==> src/rtl/train_sample_feeder_if.sv <==
// Handshake, load and status signals between the neuron training controller and train_sample_feeder.
// The master drives load/request/rewind; the slave (the feeder) drives the presented sample and status.
interface train_sample_feeder_if #(
    parameter int unsigned DATA_W = 16,
    parameter int unsigned ADDR_W = 6
) ();
    logic              ld_en;
    logic [DATA_W-1:0] ld_x1;
    logic [DATA_W-1:0] ld_x2;
    logic [DATA_W-1:0] ld_t;
    logic              ld_clear;
    logic              req;
    logic              rewind;
    logic              data_ready;
    logic [DATA_W-1:0] x1;
    logic [DATA_W-1:0] x2;
    logic [DATA_W-1:0] t;
    logic              eof;
    logic [ADDR_W:0]   count;
    logic              full;
    logic              empty;
    logic [7:0]        epoch;

    modport master (
        output ld_en, ld_x1, ld_x2, ld_t, ld_clear, req, rewind,
        input  data_ready, x1, x2, t, eof, count, full, empty, epoch
    );

    modport slave (
        input  ld_en, ld_x1, ld_x2, ld_t, ld_clear, req, rewind,
        output data_ready, x1, x2, t, eof, count, full, empty, epoch
    );
endinterface

==> src/rtl/train_sample_feeder.sv <==
// Stores a training set of (x1, x2, t) samples and hands them out one per request, in order,
// flagging the last sample of the set (eof) and counting completed epochs.
module train_sample_feeder #(
    parameter int unsigned DATA_W = 16,
    parameter int unsigned DEPTH  = 64,
    parameter int unsigned ADDR_W = 6
) (
    input  logic                  clk,
    input  logic                  rst,
    train_sample_feeder_if.slave  bus
);
    localparam int unsigned CNT_W    = ADDR_W + 1;
    localparam int unsigned SAMPLE_W = 3 * DATA_W;

    localparam logic [1:0] IDLE    = 2'd0;
    localparam logic [1:0] READ    = 2'd1;
    localparam logic [1:0] PRESENT = 2'd2;
    localparam logic [1:0] RELEASE = 2'd3;

    logic [1:0]          state;
    logic [1:0]          state_nxt;
    logic [ADDR_W-1:0]   rd_idx;
    logic [CNT_W-1:0]    count_nxt;
    logic [SAMPLE_W-1:0] mem [DEPTH];
    logic                last_c;
    logic                load_c;

    // rd_idx points at the final stored sample
    assign last_c = ({1'b0, rd_idx} == (bus.count - CNT_W'(1)));
    assign load_c = bus.ld_en && !bus.ld_clear && (state == IDLE) && !bus.full;

    always_comb begin
        state_nxt = state;
        count_nxt = bus.count;
        case (state)
            IDLE:    if (bus.req && (bus.count != '0)) state_nxt = READ;
            READ:    state_nxt = PRESENT;
            PRESENT: state_nxt = RELEASE;
            RELEASE: if (!bus.req) state_nxt = IDLE;
            default: state_nxt = IDLE;
        endcase
        // Clear abandons any in-flight request
        if (bus.ld_clear) begin
            state_nxt = IDLE;
            count_nxt = '0;
        end else if (load_c) begin
            count_nxt = bus.count + CNT_W'(1);
        end
    end

    always_ff @(posedge clk or posedge rst) begin
        if (rst) state <= IDLE;
        else     state <= state_nxt;
    end

    // Sample storage has no reset; only entries below count are ever read
    always_ff @(posedge clk) begin
        if (load_c) mem[bus.count[ADDR_W-1:0]] <= {bus.ld_x1, bus.ld_x2, bus.ld_t};
    end

    always_ff @(posedge clk or posedge rst) begin
        if (rst) begin
            bus.data_ready <= 1'b0;
            bus.x1         <= '0;
            bus.x2         <= '0;
            bus.t          <= '0;
            bus.eof        <= 1'b0;
            bus.count      <= '0;
            bus.full       <= 1'b0;
            bus.empty      <= 1'b1;
            bus.epoch      <= '0;
            rd_idx         <= '0;
        end else begin
            bus.data_ready <= (state == READ) && !bus.ld_clear;
            bus.count      <= count_nxt;
            bus.full       <= (count_nxt == CNT_W'(DEPTH));
            bus.empty      <= (count_nxt == '0);

            if ((state == READ) && !bus.ld_clear) begin
                {bus.x1, bus.x2, bus.t} <= mem[rd_idx];
            end

            // Clear beats rewind, rewind beats the read-side advance
            if (bus.ld_clear) begin
                rd_idx  <= '0;
                bus.eof <= 1'b0;
                if (bus.rewind) bus.epoch <= bus.epoch + 8'd1;
            end else if (bus.rewind) begin
                rd_idx    <= '0;
                bus.eof   <= 1'b0;
                bus.epoch <= bus.epoch + 8'd1;
            end else if (state == READ) begin
                bus.eof <= last_c;
                rd_idx  <= last_c ? '0 : rd_idx + ADDR_W'(1);
                // eof still set here means the previous epoch ended without a rewind
                if (bus.eof) bus.epoch <= bus.epoch + 8'd1;
            end
        end
    end
endmodule

==> src/flat_wrapper.sv <==
// flat-port wrapper written by rule: the top's interface ports become plain ports
module train_sample_feeder_flat 
#(
    parameter int unsigned DATA_W = 16,
    parameter int unsigned DEPTH  = 64,
    parameter int unsigned ADDR_W = 6
)
  (clk, rst, bus_ld_en, bus_ld_x1, bus_ld_x2, bus_ld_t, bus_ld_clear, bus_req, bus_rewind, bus_data_ready, bus_x1, bus_x2, bus_t, bus_eof, bus_count, bus_full, bus_empty, bus_epoch);
  train_sample_feeder_if #(.DATA_W(DATA_W), .ADDR_W(ADDR_W)) bus_i ();
  input  logic clk;
  input  logic rst;
  input wire logic [$bits(bus_i.ld_en)-1:0] bus_ld_en;
  input wire logic [$bits(bus_i.ld_x1)-1:0] bus_ld_x1;
  input wire logic [$bits(bus_i.ld_x2)-1:0] bus_ld_x2;
  input wire logic [$bits(bus_i.ld_t)-1:0] bus_ld_t;
  input wire logic [$bits(bus_i.ld_clear)-1:0] bus_ld_clear;
  input wire logic [$bits(bus_i.req)-1:0] bus_req;
  input wire logic [$bits(bus_i.rewind)-1:0] bus_rewind;
  output wire logic [$bits(bus_i.data_ready)-1:0] bus_data_ready;
  output wire logic [$bits(bus_i.x1)-1:0] bus_x1;
  output wire logic [$bits(bus_i.x2)-1:0] bus_x2;
  output wire logic [$bits(bus_i.t)-1:0] bus_t;
  output wire logic [$bits(bus_i.eof)-1:0] bus_eof;
  output wire logic [$bits(bus_i.count)-1:0] bus_count;
  output wire logic [$bits(bus_i.full)-1:0] bus_full;
  output wire logic [$bits(bus_i.empty)-1:0] bus_empty;
  output wire logic [$bits(bus_i.epoch)-1:0] bus_epoch;
  assign bus_i.ld_en = bus_ld_en;
  assign bus_i.ld_x1 = bus_ld_x1;
  assign bus_i.ld_x2 = bus_ld_x2;
  assign bus_i.ld_t = bus_ld_t;
  assign bus_i.ld_clear = bus_ld_clear;
  assign bus_i.req = bus_req;
  assign bus_i.rewind = bus_rewind;
  assign bus_data_ready = bus_i.data_ready;
  assign bus_x1 = bus_i.x1;
  assign bus_x2 = bus_i.x2;
  assign bus_t = bus_i.t;
  assign bus_eof = bus_i.eof;
  assign bus_count = bus_i.count;
  assign bus_full = bus_i.full;
  assign bus_empty = bus_i.empty;
  assign bus_epoch = bus_i.epoch;
  train_sample_feeder #(.DATA_W(DATA_W), .DEPTH(DEPTH), .ADDR_W(ADDR_W)) u_core (.clk(clk), .rst(rst), .bus(bus_i));
endmodule
==> config.mk <==
export PLATFORM = sky130hd
export DESIGN_NAME = train_sample_feeder_flat
export DESIGN_NICKNAME = d
export VERILOG_FILES = /design/src/rtl/train_sample_feeder_if.sv /design/src/rtl/train_sample_feeder.sv /design/src/flat_wrapper.sv
export SDC_FILE = /design/constraint.sdc
export NUM_CORES = 2
export LEC_CHECK = 0
export ABC_AREA = 1
export CAP_MARGIN = 20
export CORE_AREA = 3 3 624 626
export CTS_CLUSTER_SIZE = 10
export DETAILED_ROUTE_END_ITERATION = 7
export DIE_AREA = 0 0 627 629
export MAX_ROUTING_LAYER = met4
export RECOVER_POWER = 100
export SYNTH_ARGS = -nofsm -noshare
export SYNTH_HDL_FRONTEND = slang
export SYNTH_SLANG_ARGS = --single-unit
==> constraint.sdc <==
create_clock -name clk -period 4.9 [get_ports clk]
set_input_delay 1.225 -clock clk [delete_from_list [all_inputs] [get_ports clk]]
set_output_delay 1.225 -clock clk [all_outputs]
set_load 0.01 [all_outputs]
==> metrics.yaml <==
status: "finished, violations left"
violations: "max-capacitance violations, max-slew violations"
ys.flop_type: "edfxtp_1"
setup_violations: 0
postSynthAreaPerCell_um2: 10.6
drtIter0Drc: 10200
clk_latency_ps: 880
startpoint_type: "primary input"
num_rows: 228
initial_core_util: 0.349
post-cts-setup-buffer-count: 0
vias: 89900
crit_fanout: 28
io_pins: 121
drcViolationCount: 0
overflow: 0
grt_use_met1: 0.272
cp_cell_sequence: "dlygate4sd3_1 > nand3_1 > nor2_1 > nand3_1 > clkbuf_1 > nor2_4 > clkbuf_2"
synth_top_area_frac: 0.687
routedWlPerCell_um: 22.3
crit_required_ps: 5350
maxCapViolations: 79
power.leakage_nw: 60.0
yosysMostFrequentCell: "nand2_1"
finalHoldViolations: 0
drt_pass1_iterations: 5
top_usage_layer: "met2"
track_usage: 0.205
clk_path_buf_depth: 4
fin_util: 0.394
max_stage_delay_ps: 1310
use_met2: 0.325
syn_area_um2: 134000
holdBufCountCts: 0
clock_skew_ps: 34.6
ys_warn_count: 0
maxSlewViolCount: 3119
placed_area_um2: 143000
yosysSeqAreaShare: 0.701
dp.cells: 17500
synthesis.nets: 12700
fmax_ghz: 0.238
layout_min_cycle_time_ps: 4210
synthArstFlopShare: 0.0238
antenna_found_initial: 34
post-route-period-util: 0.859
ant_nets: 0
netlist_instances: 12700
nNetsFinal: 12900
grt_pass1_wl_mm: 583
syn2layout_area_growth_pct: 12.9
htreeDepth: 5
grtUsageMet3: 0.0298
routed_via_density: 4.97
crit_type: "primary input to flip-flop"
cts-root-buf: "clkbuf_16"
cts.repair.resized: 0
cts_sinks: 3147
place_hpwl_mm: 223
routed_wl_mm: 404
io_buffers: 120
fp.dieH_um: 629
fin_setup_tns_ps: 0
min_path_type: "flip-flop to flip-flop"
power.density_nw_per_um2: 402
grt_setup_unrepaired: "false"
cts_buffers: 360
cts_tree: "yes"
grt_pass1_vias: 84400
synth.distinct_cells: 28
tightest_slew_ps: 3370
peakVddDrop_v: 0.000276
crit_top_cell: "nand3_1"
finalInstanceArea_um2: 152000
ys_ff_latch: 3147
grt_start_max_net_pins: 178
final_cells: 18100
slew_headroom: -1.25
die_area_um2: 394000
yosysTopAreaCell: "edfxtp_1"
place_congestion: 0.833
synthTopCellsByCount: "4970 x nand2_1, 3072 x edfxtp_1, 1539 x nand3_1, 1488 x inv_1, 325 x clkbuf_1"
drive_gt1_frac: 0.0592
crit_arrival_ps: 4660
path_clk_slew_ps: 60
end_kind: "flip-flop"
slowest_stage: "clkbuf_2"
synth_edf_count: 3072
synth_area_leaders: "edfxtp_1 69%, nand2_1 14%, nand3_1 5.7%, inv_1 4.2%, dfrtp_1 1.4%"
fillers: 36600
design.core.area_um2: 385000
fp.dieW_um: 627
placed cells by master, fill, tap and decap left out, types with 95 or more instances in the layout:
cell	Yosys	layout
edfxtp_1	3072	3072
buf_4	46	103
o211ai_1	190	190
or2_1	188	188
nand3_1	1539	1539
inv_1	1488	1483
clkbuf_16	0	365
or2_2	96	95
nor2_1	135	104
clkbuf_1	325	308
nor3_1	98	97
nand2_1	4970	4969
critical path: cells and delay by family:
kind	cells	cell delay, ps
buffers and inverters	3	2480
AND/OR/NAND/NOR	4	900
power breakdown:
| group | switching [mW] | internal, mW |
|---|---|---|
| sequential | 0.630 | 29.9 |
| clock | 10.2 | 13.7 |
| combinational | 4.41 | 1.98 |
metrics by stage:
step | hold slack, ps | worst slack, ps | power [mW]
4_1_cts | 484 | 1220 | 61.4
3_3_place_gp | 475 | 534 | 37.6
2_1_floorplan | 503 | -960 | 34.7
5_1_grt | 515 | 641 | 63.1
3_5_place_dp | 468 | 581 | 37.6
6_report | 468 | 691 | 60.9
flip-flops by register name (all words and copies together), names as in the netlist:
signal / flops
u_core.bus.count: 7
u_core.bus.data_ready: 1
u_core.bus.empty: 1
u_core.bus.eof: 1
u_core.bus.epoch: 8
u_core.bus.full: 1
u_core.bus.t: 16
u_core.bus.x1: 16
u_core.bus.x2: 16
u_core.mem: 3072
u_core.rd_idx: 6
u_core.state: 2
layer usage:
layer  vias up  wire (um)
li1      41700          -
met1     43900     167000
met2      3560     188000
met3       697      32700
met4         0      15600
met5         -          0
kinds of logic (layout without fill, tap and decap cells):
logic type               Yosys count  after routing  share of synthesized area
AO/OA/AOI/OAI                    299            299                     0.0147
XOR/XNOR                          15             15                   0.000978
adder cells (fa/ha/maj)           10             10                   0.000932
buffers and inverters           2179           2501                     0.0653
flip-flops                      3147           3147                      0.701
other                              0             11                          0
AND/OR/NAND/NOR                 7030           7030                      0.217
final timing paths:
path                                                  from                         endpoint  slack [ps]  cells past startpoint
max in group asynchronous                              rst      u_core.bus.t[7]$_DFFE_PP0P_        2190                      3
min                        u_core.bus.epoch[7]$_DFFE_PP0P_  u_core.bus.epoch[7]$_DFFE_PP0P_         470                      1
max reg2reg                  u_core.bus.count[4]$_DFF_PP0_      u_core.mem[33][6]$_DFFE_PP_        1060                      4
max                                              bus_ld_en      u_core.mem[4][38]$_DFFE_PP_         690                      7
min reg2reg                u_core.bus.epoch[7]$_DFFE_PP0P_  u_core.bus.epoch[7]$_DFFE_PP0P_         470                      1
min in group asynchronous                              rst  u_core.bus.epoch[7]$_DFFE_PP0P_         940                      2
final cells by class:
cell class	instances	area, um2	area share
diodes	11	27.5	0.000182
clock buffers	551	9850	0.0650
clock inverters	15	173	0.00114
inverters	1492	5650	0.0373
multi-input cells	7354	31600	0.209
flip-flops and latches	3147	94100	0.621
well taps	5060	6330	0.0418
repair buffers	443	3810	0.0252
(Power assumes the default switching activity.)
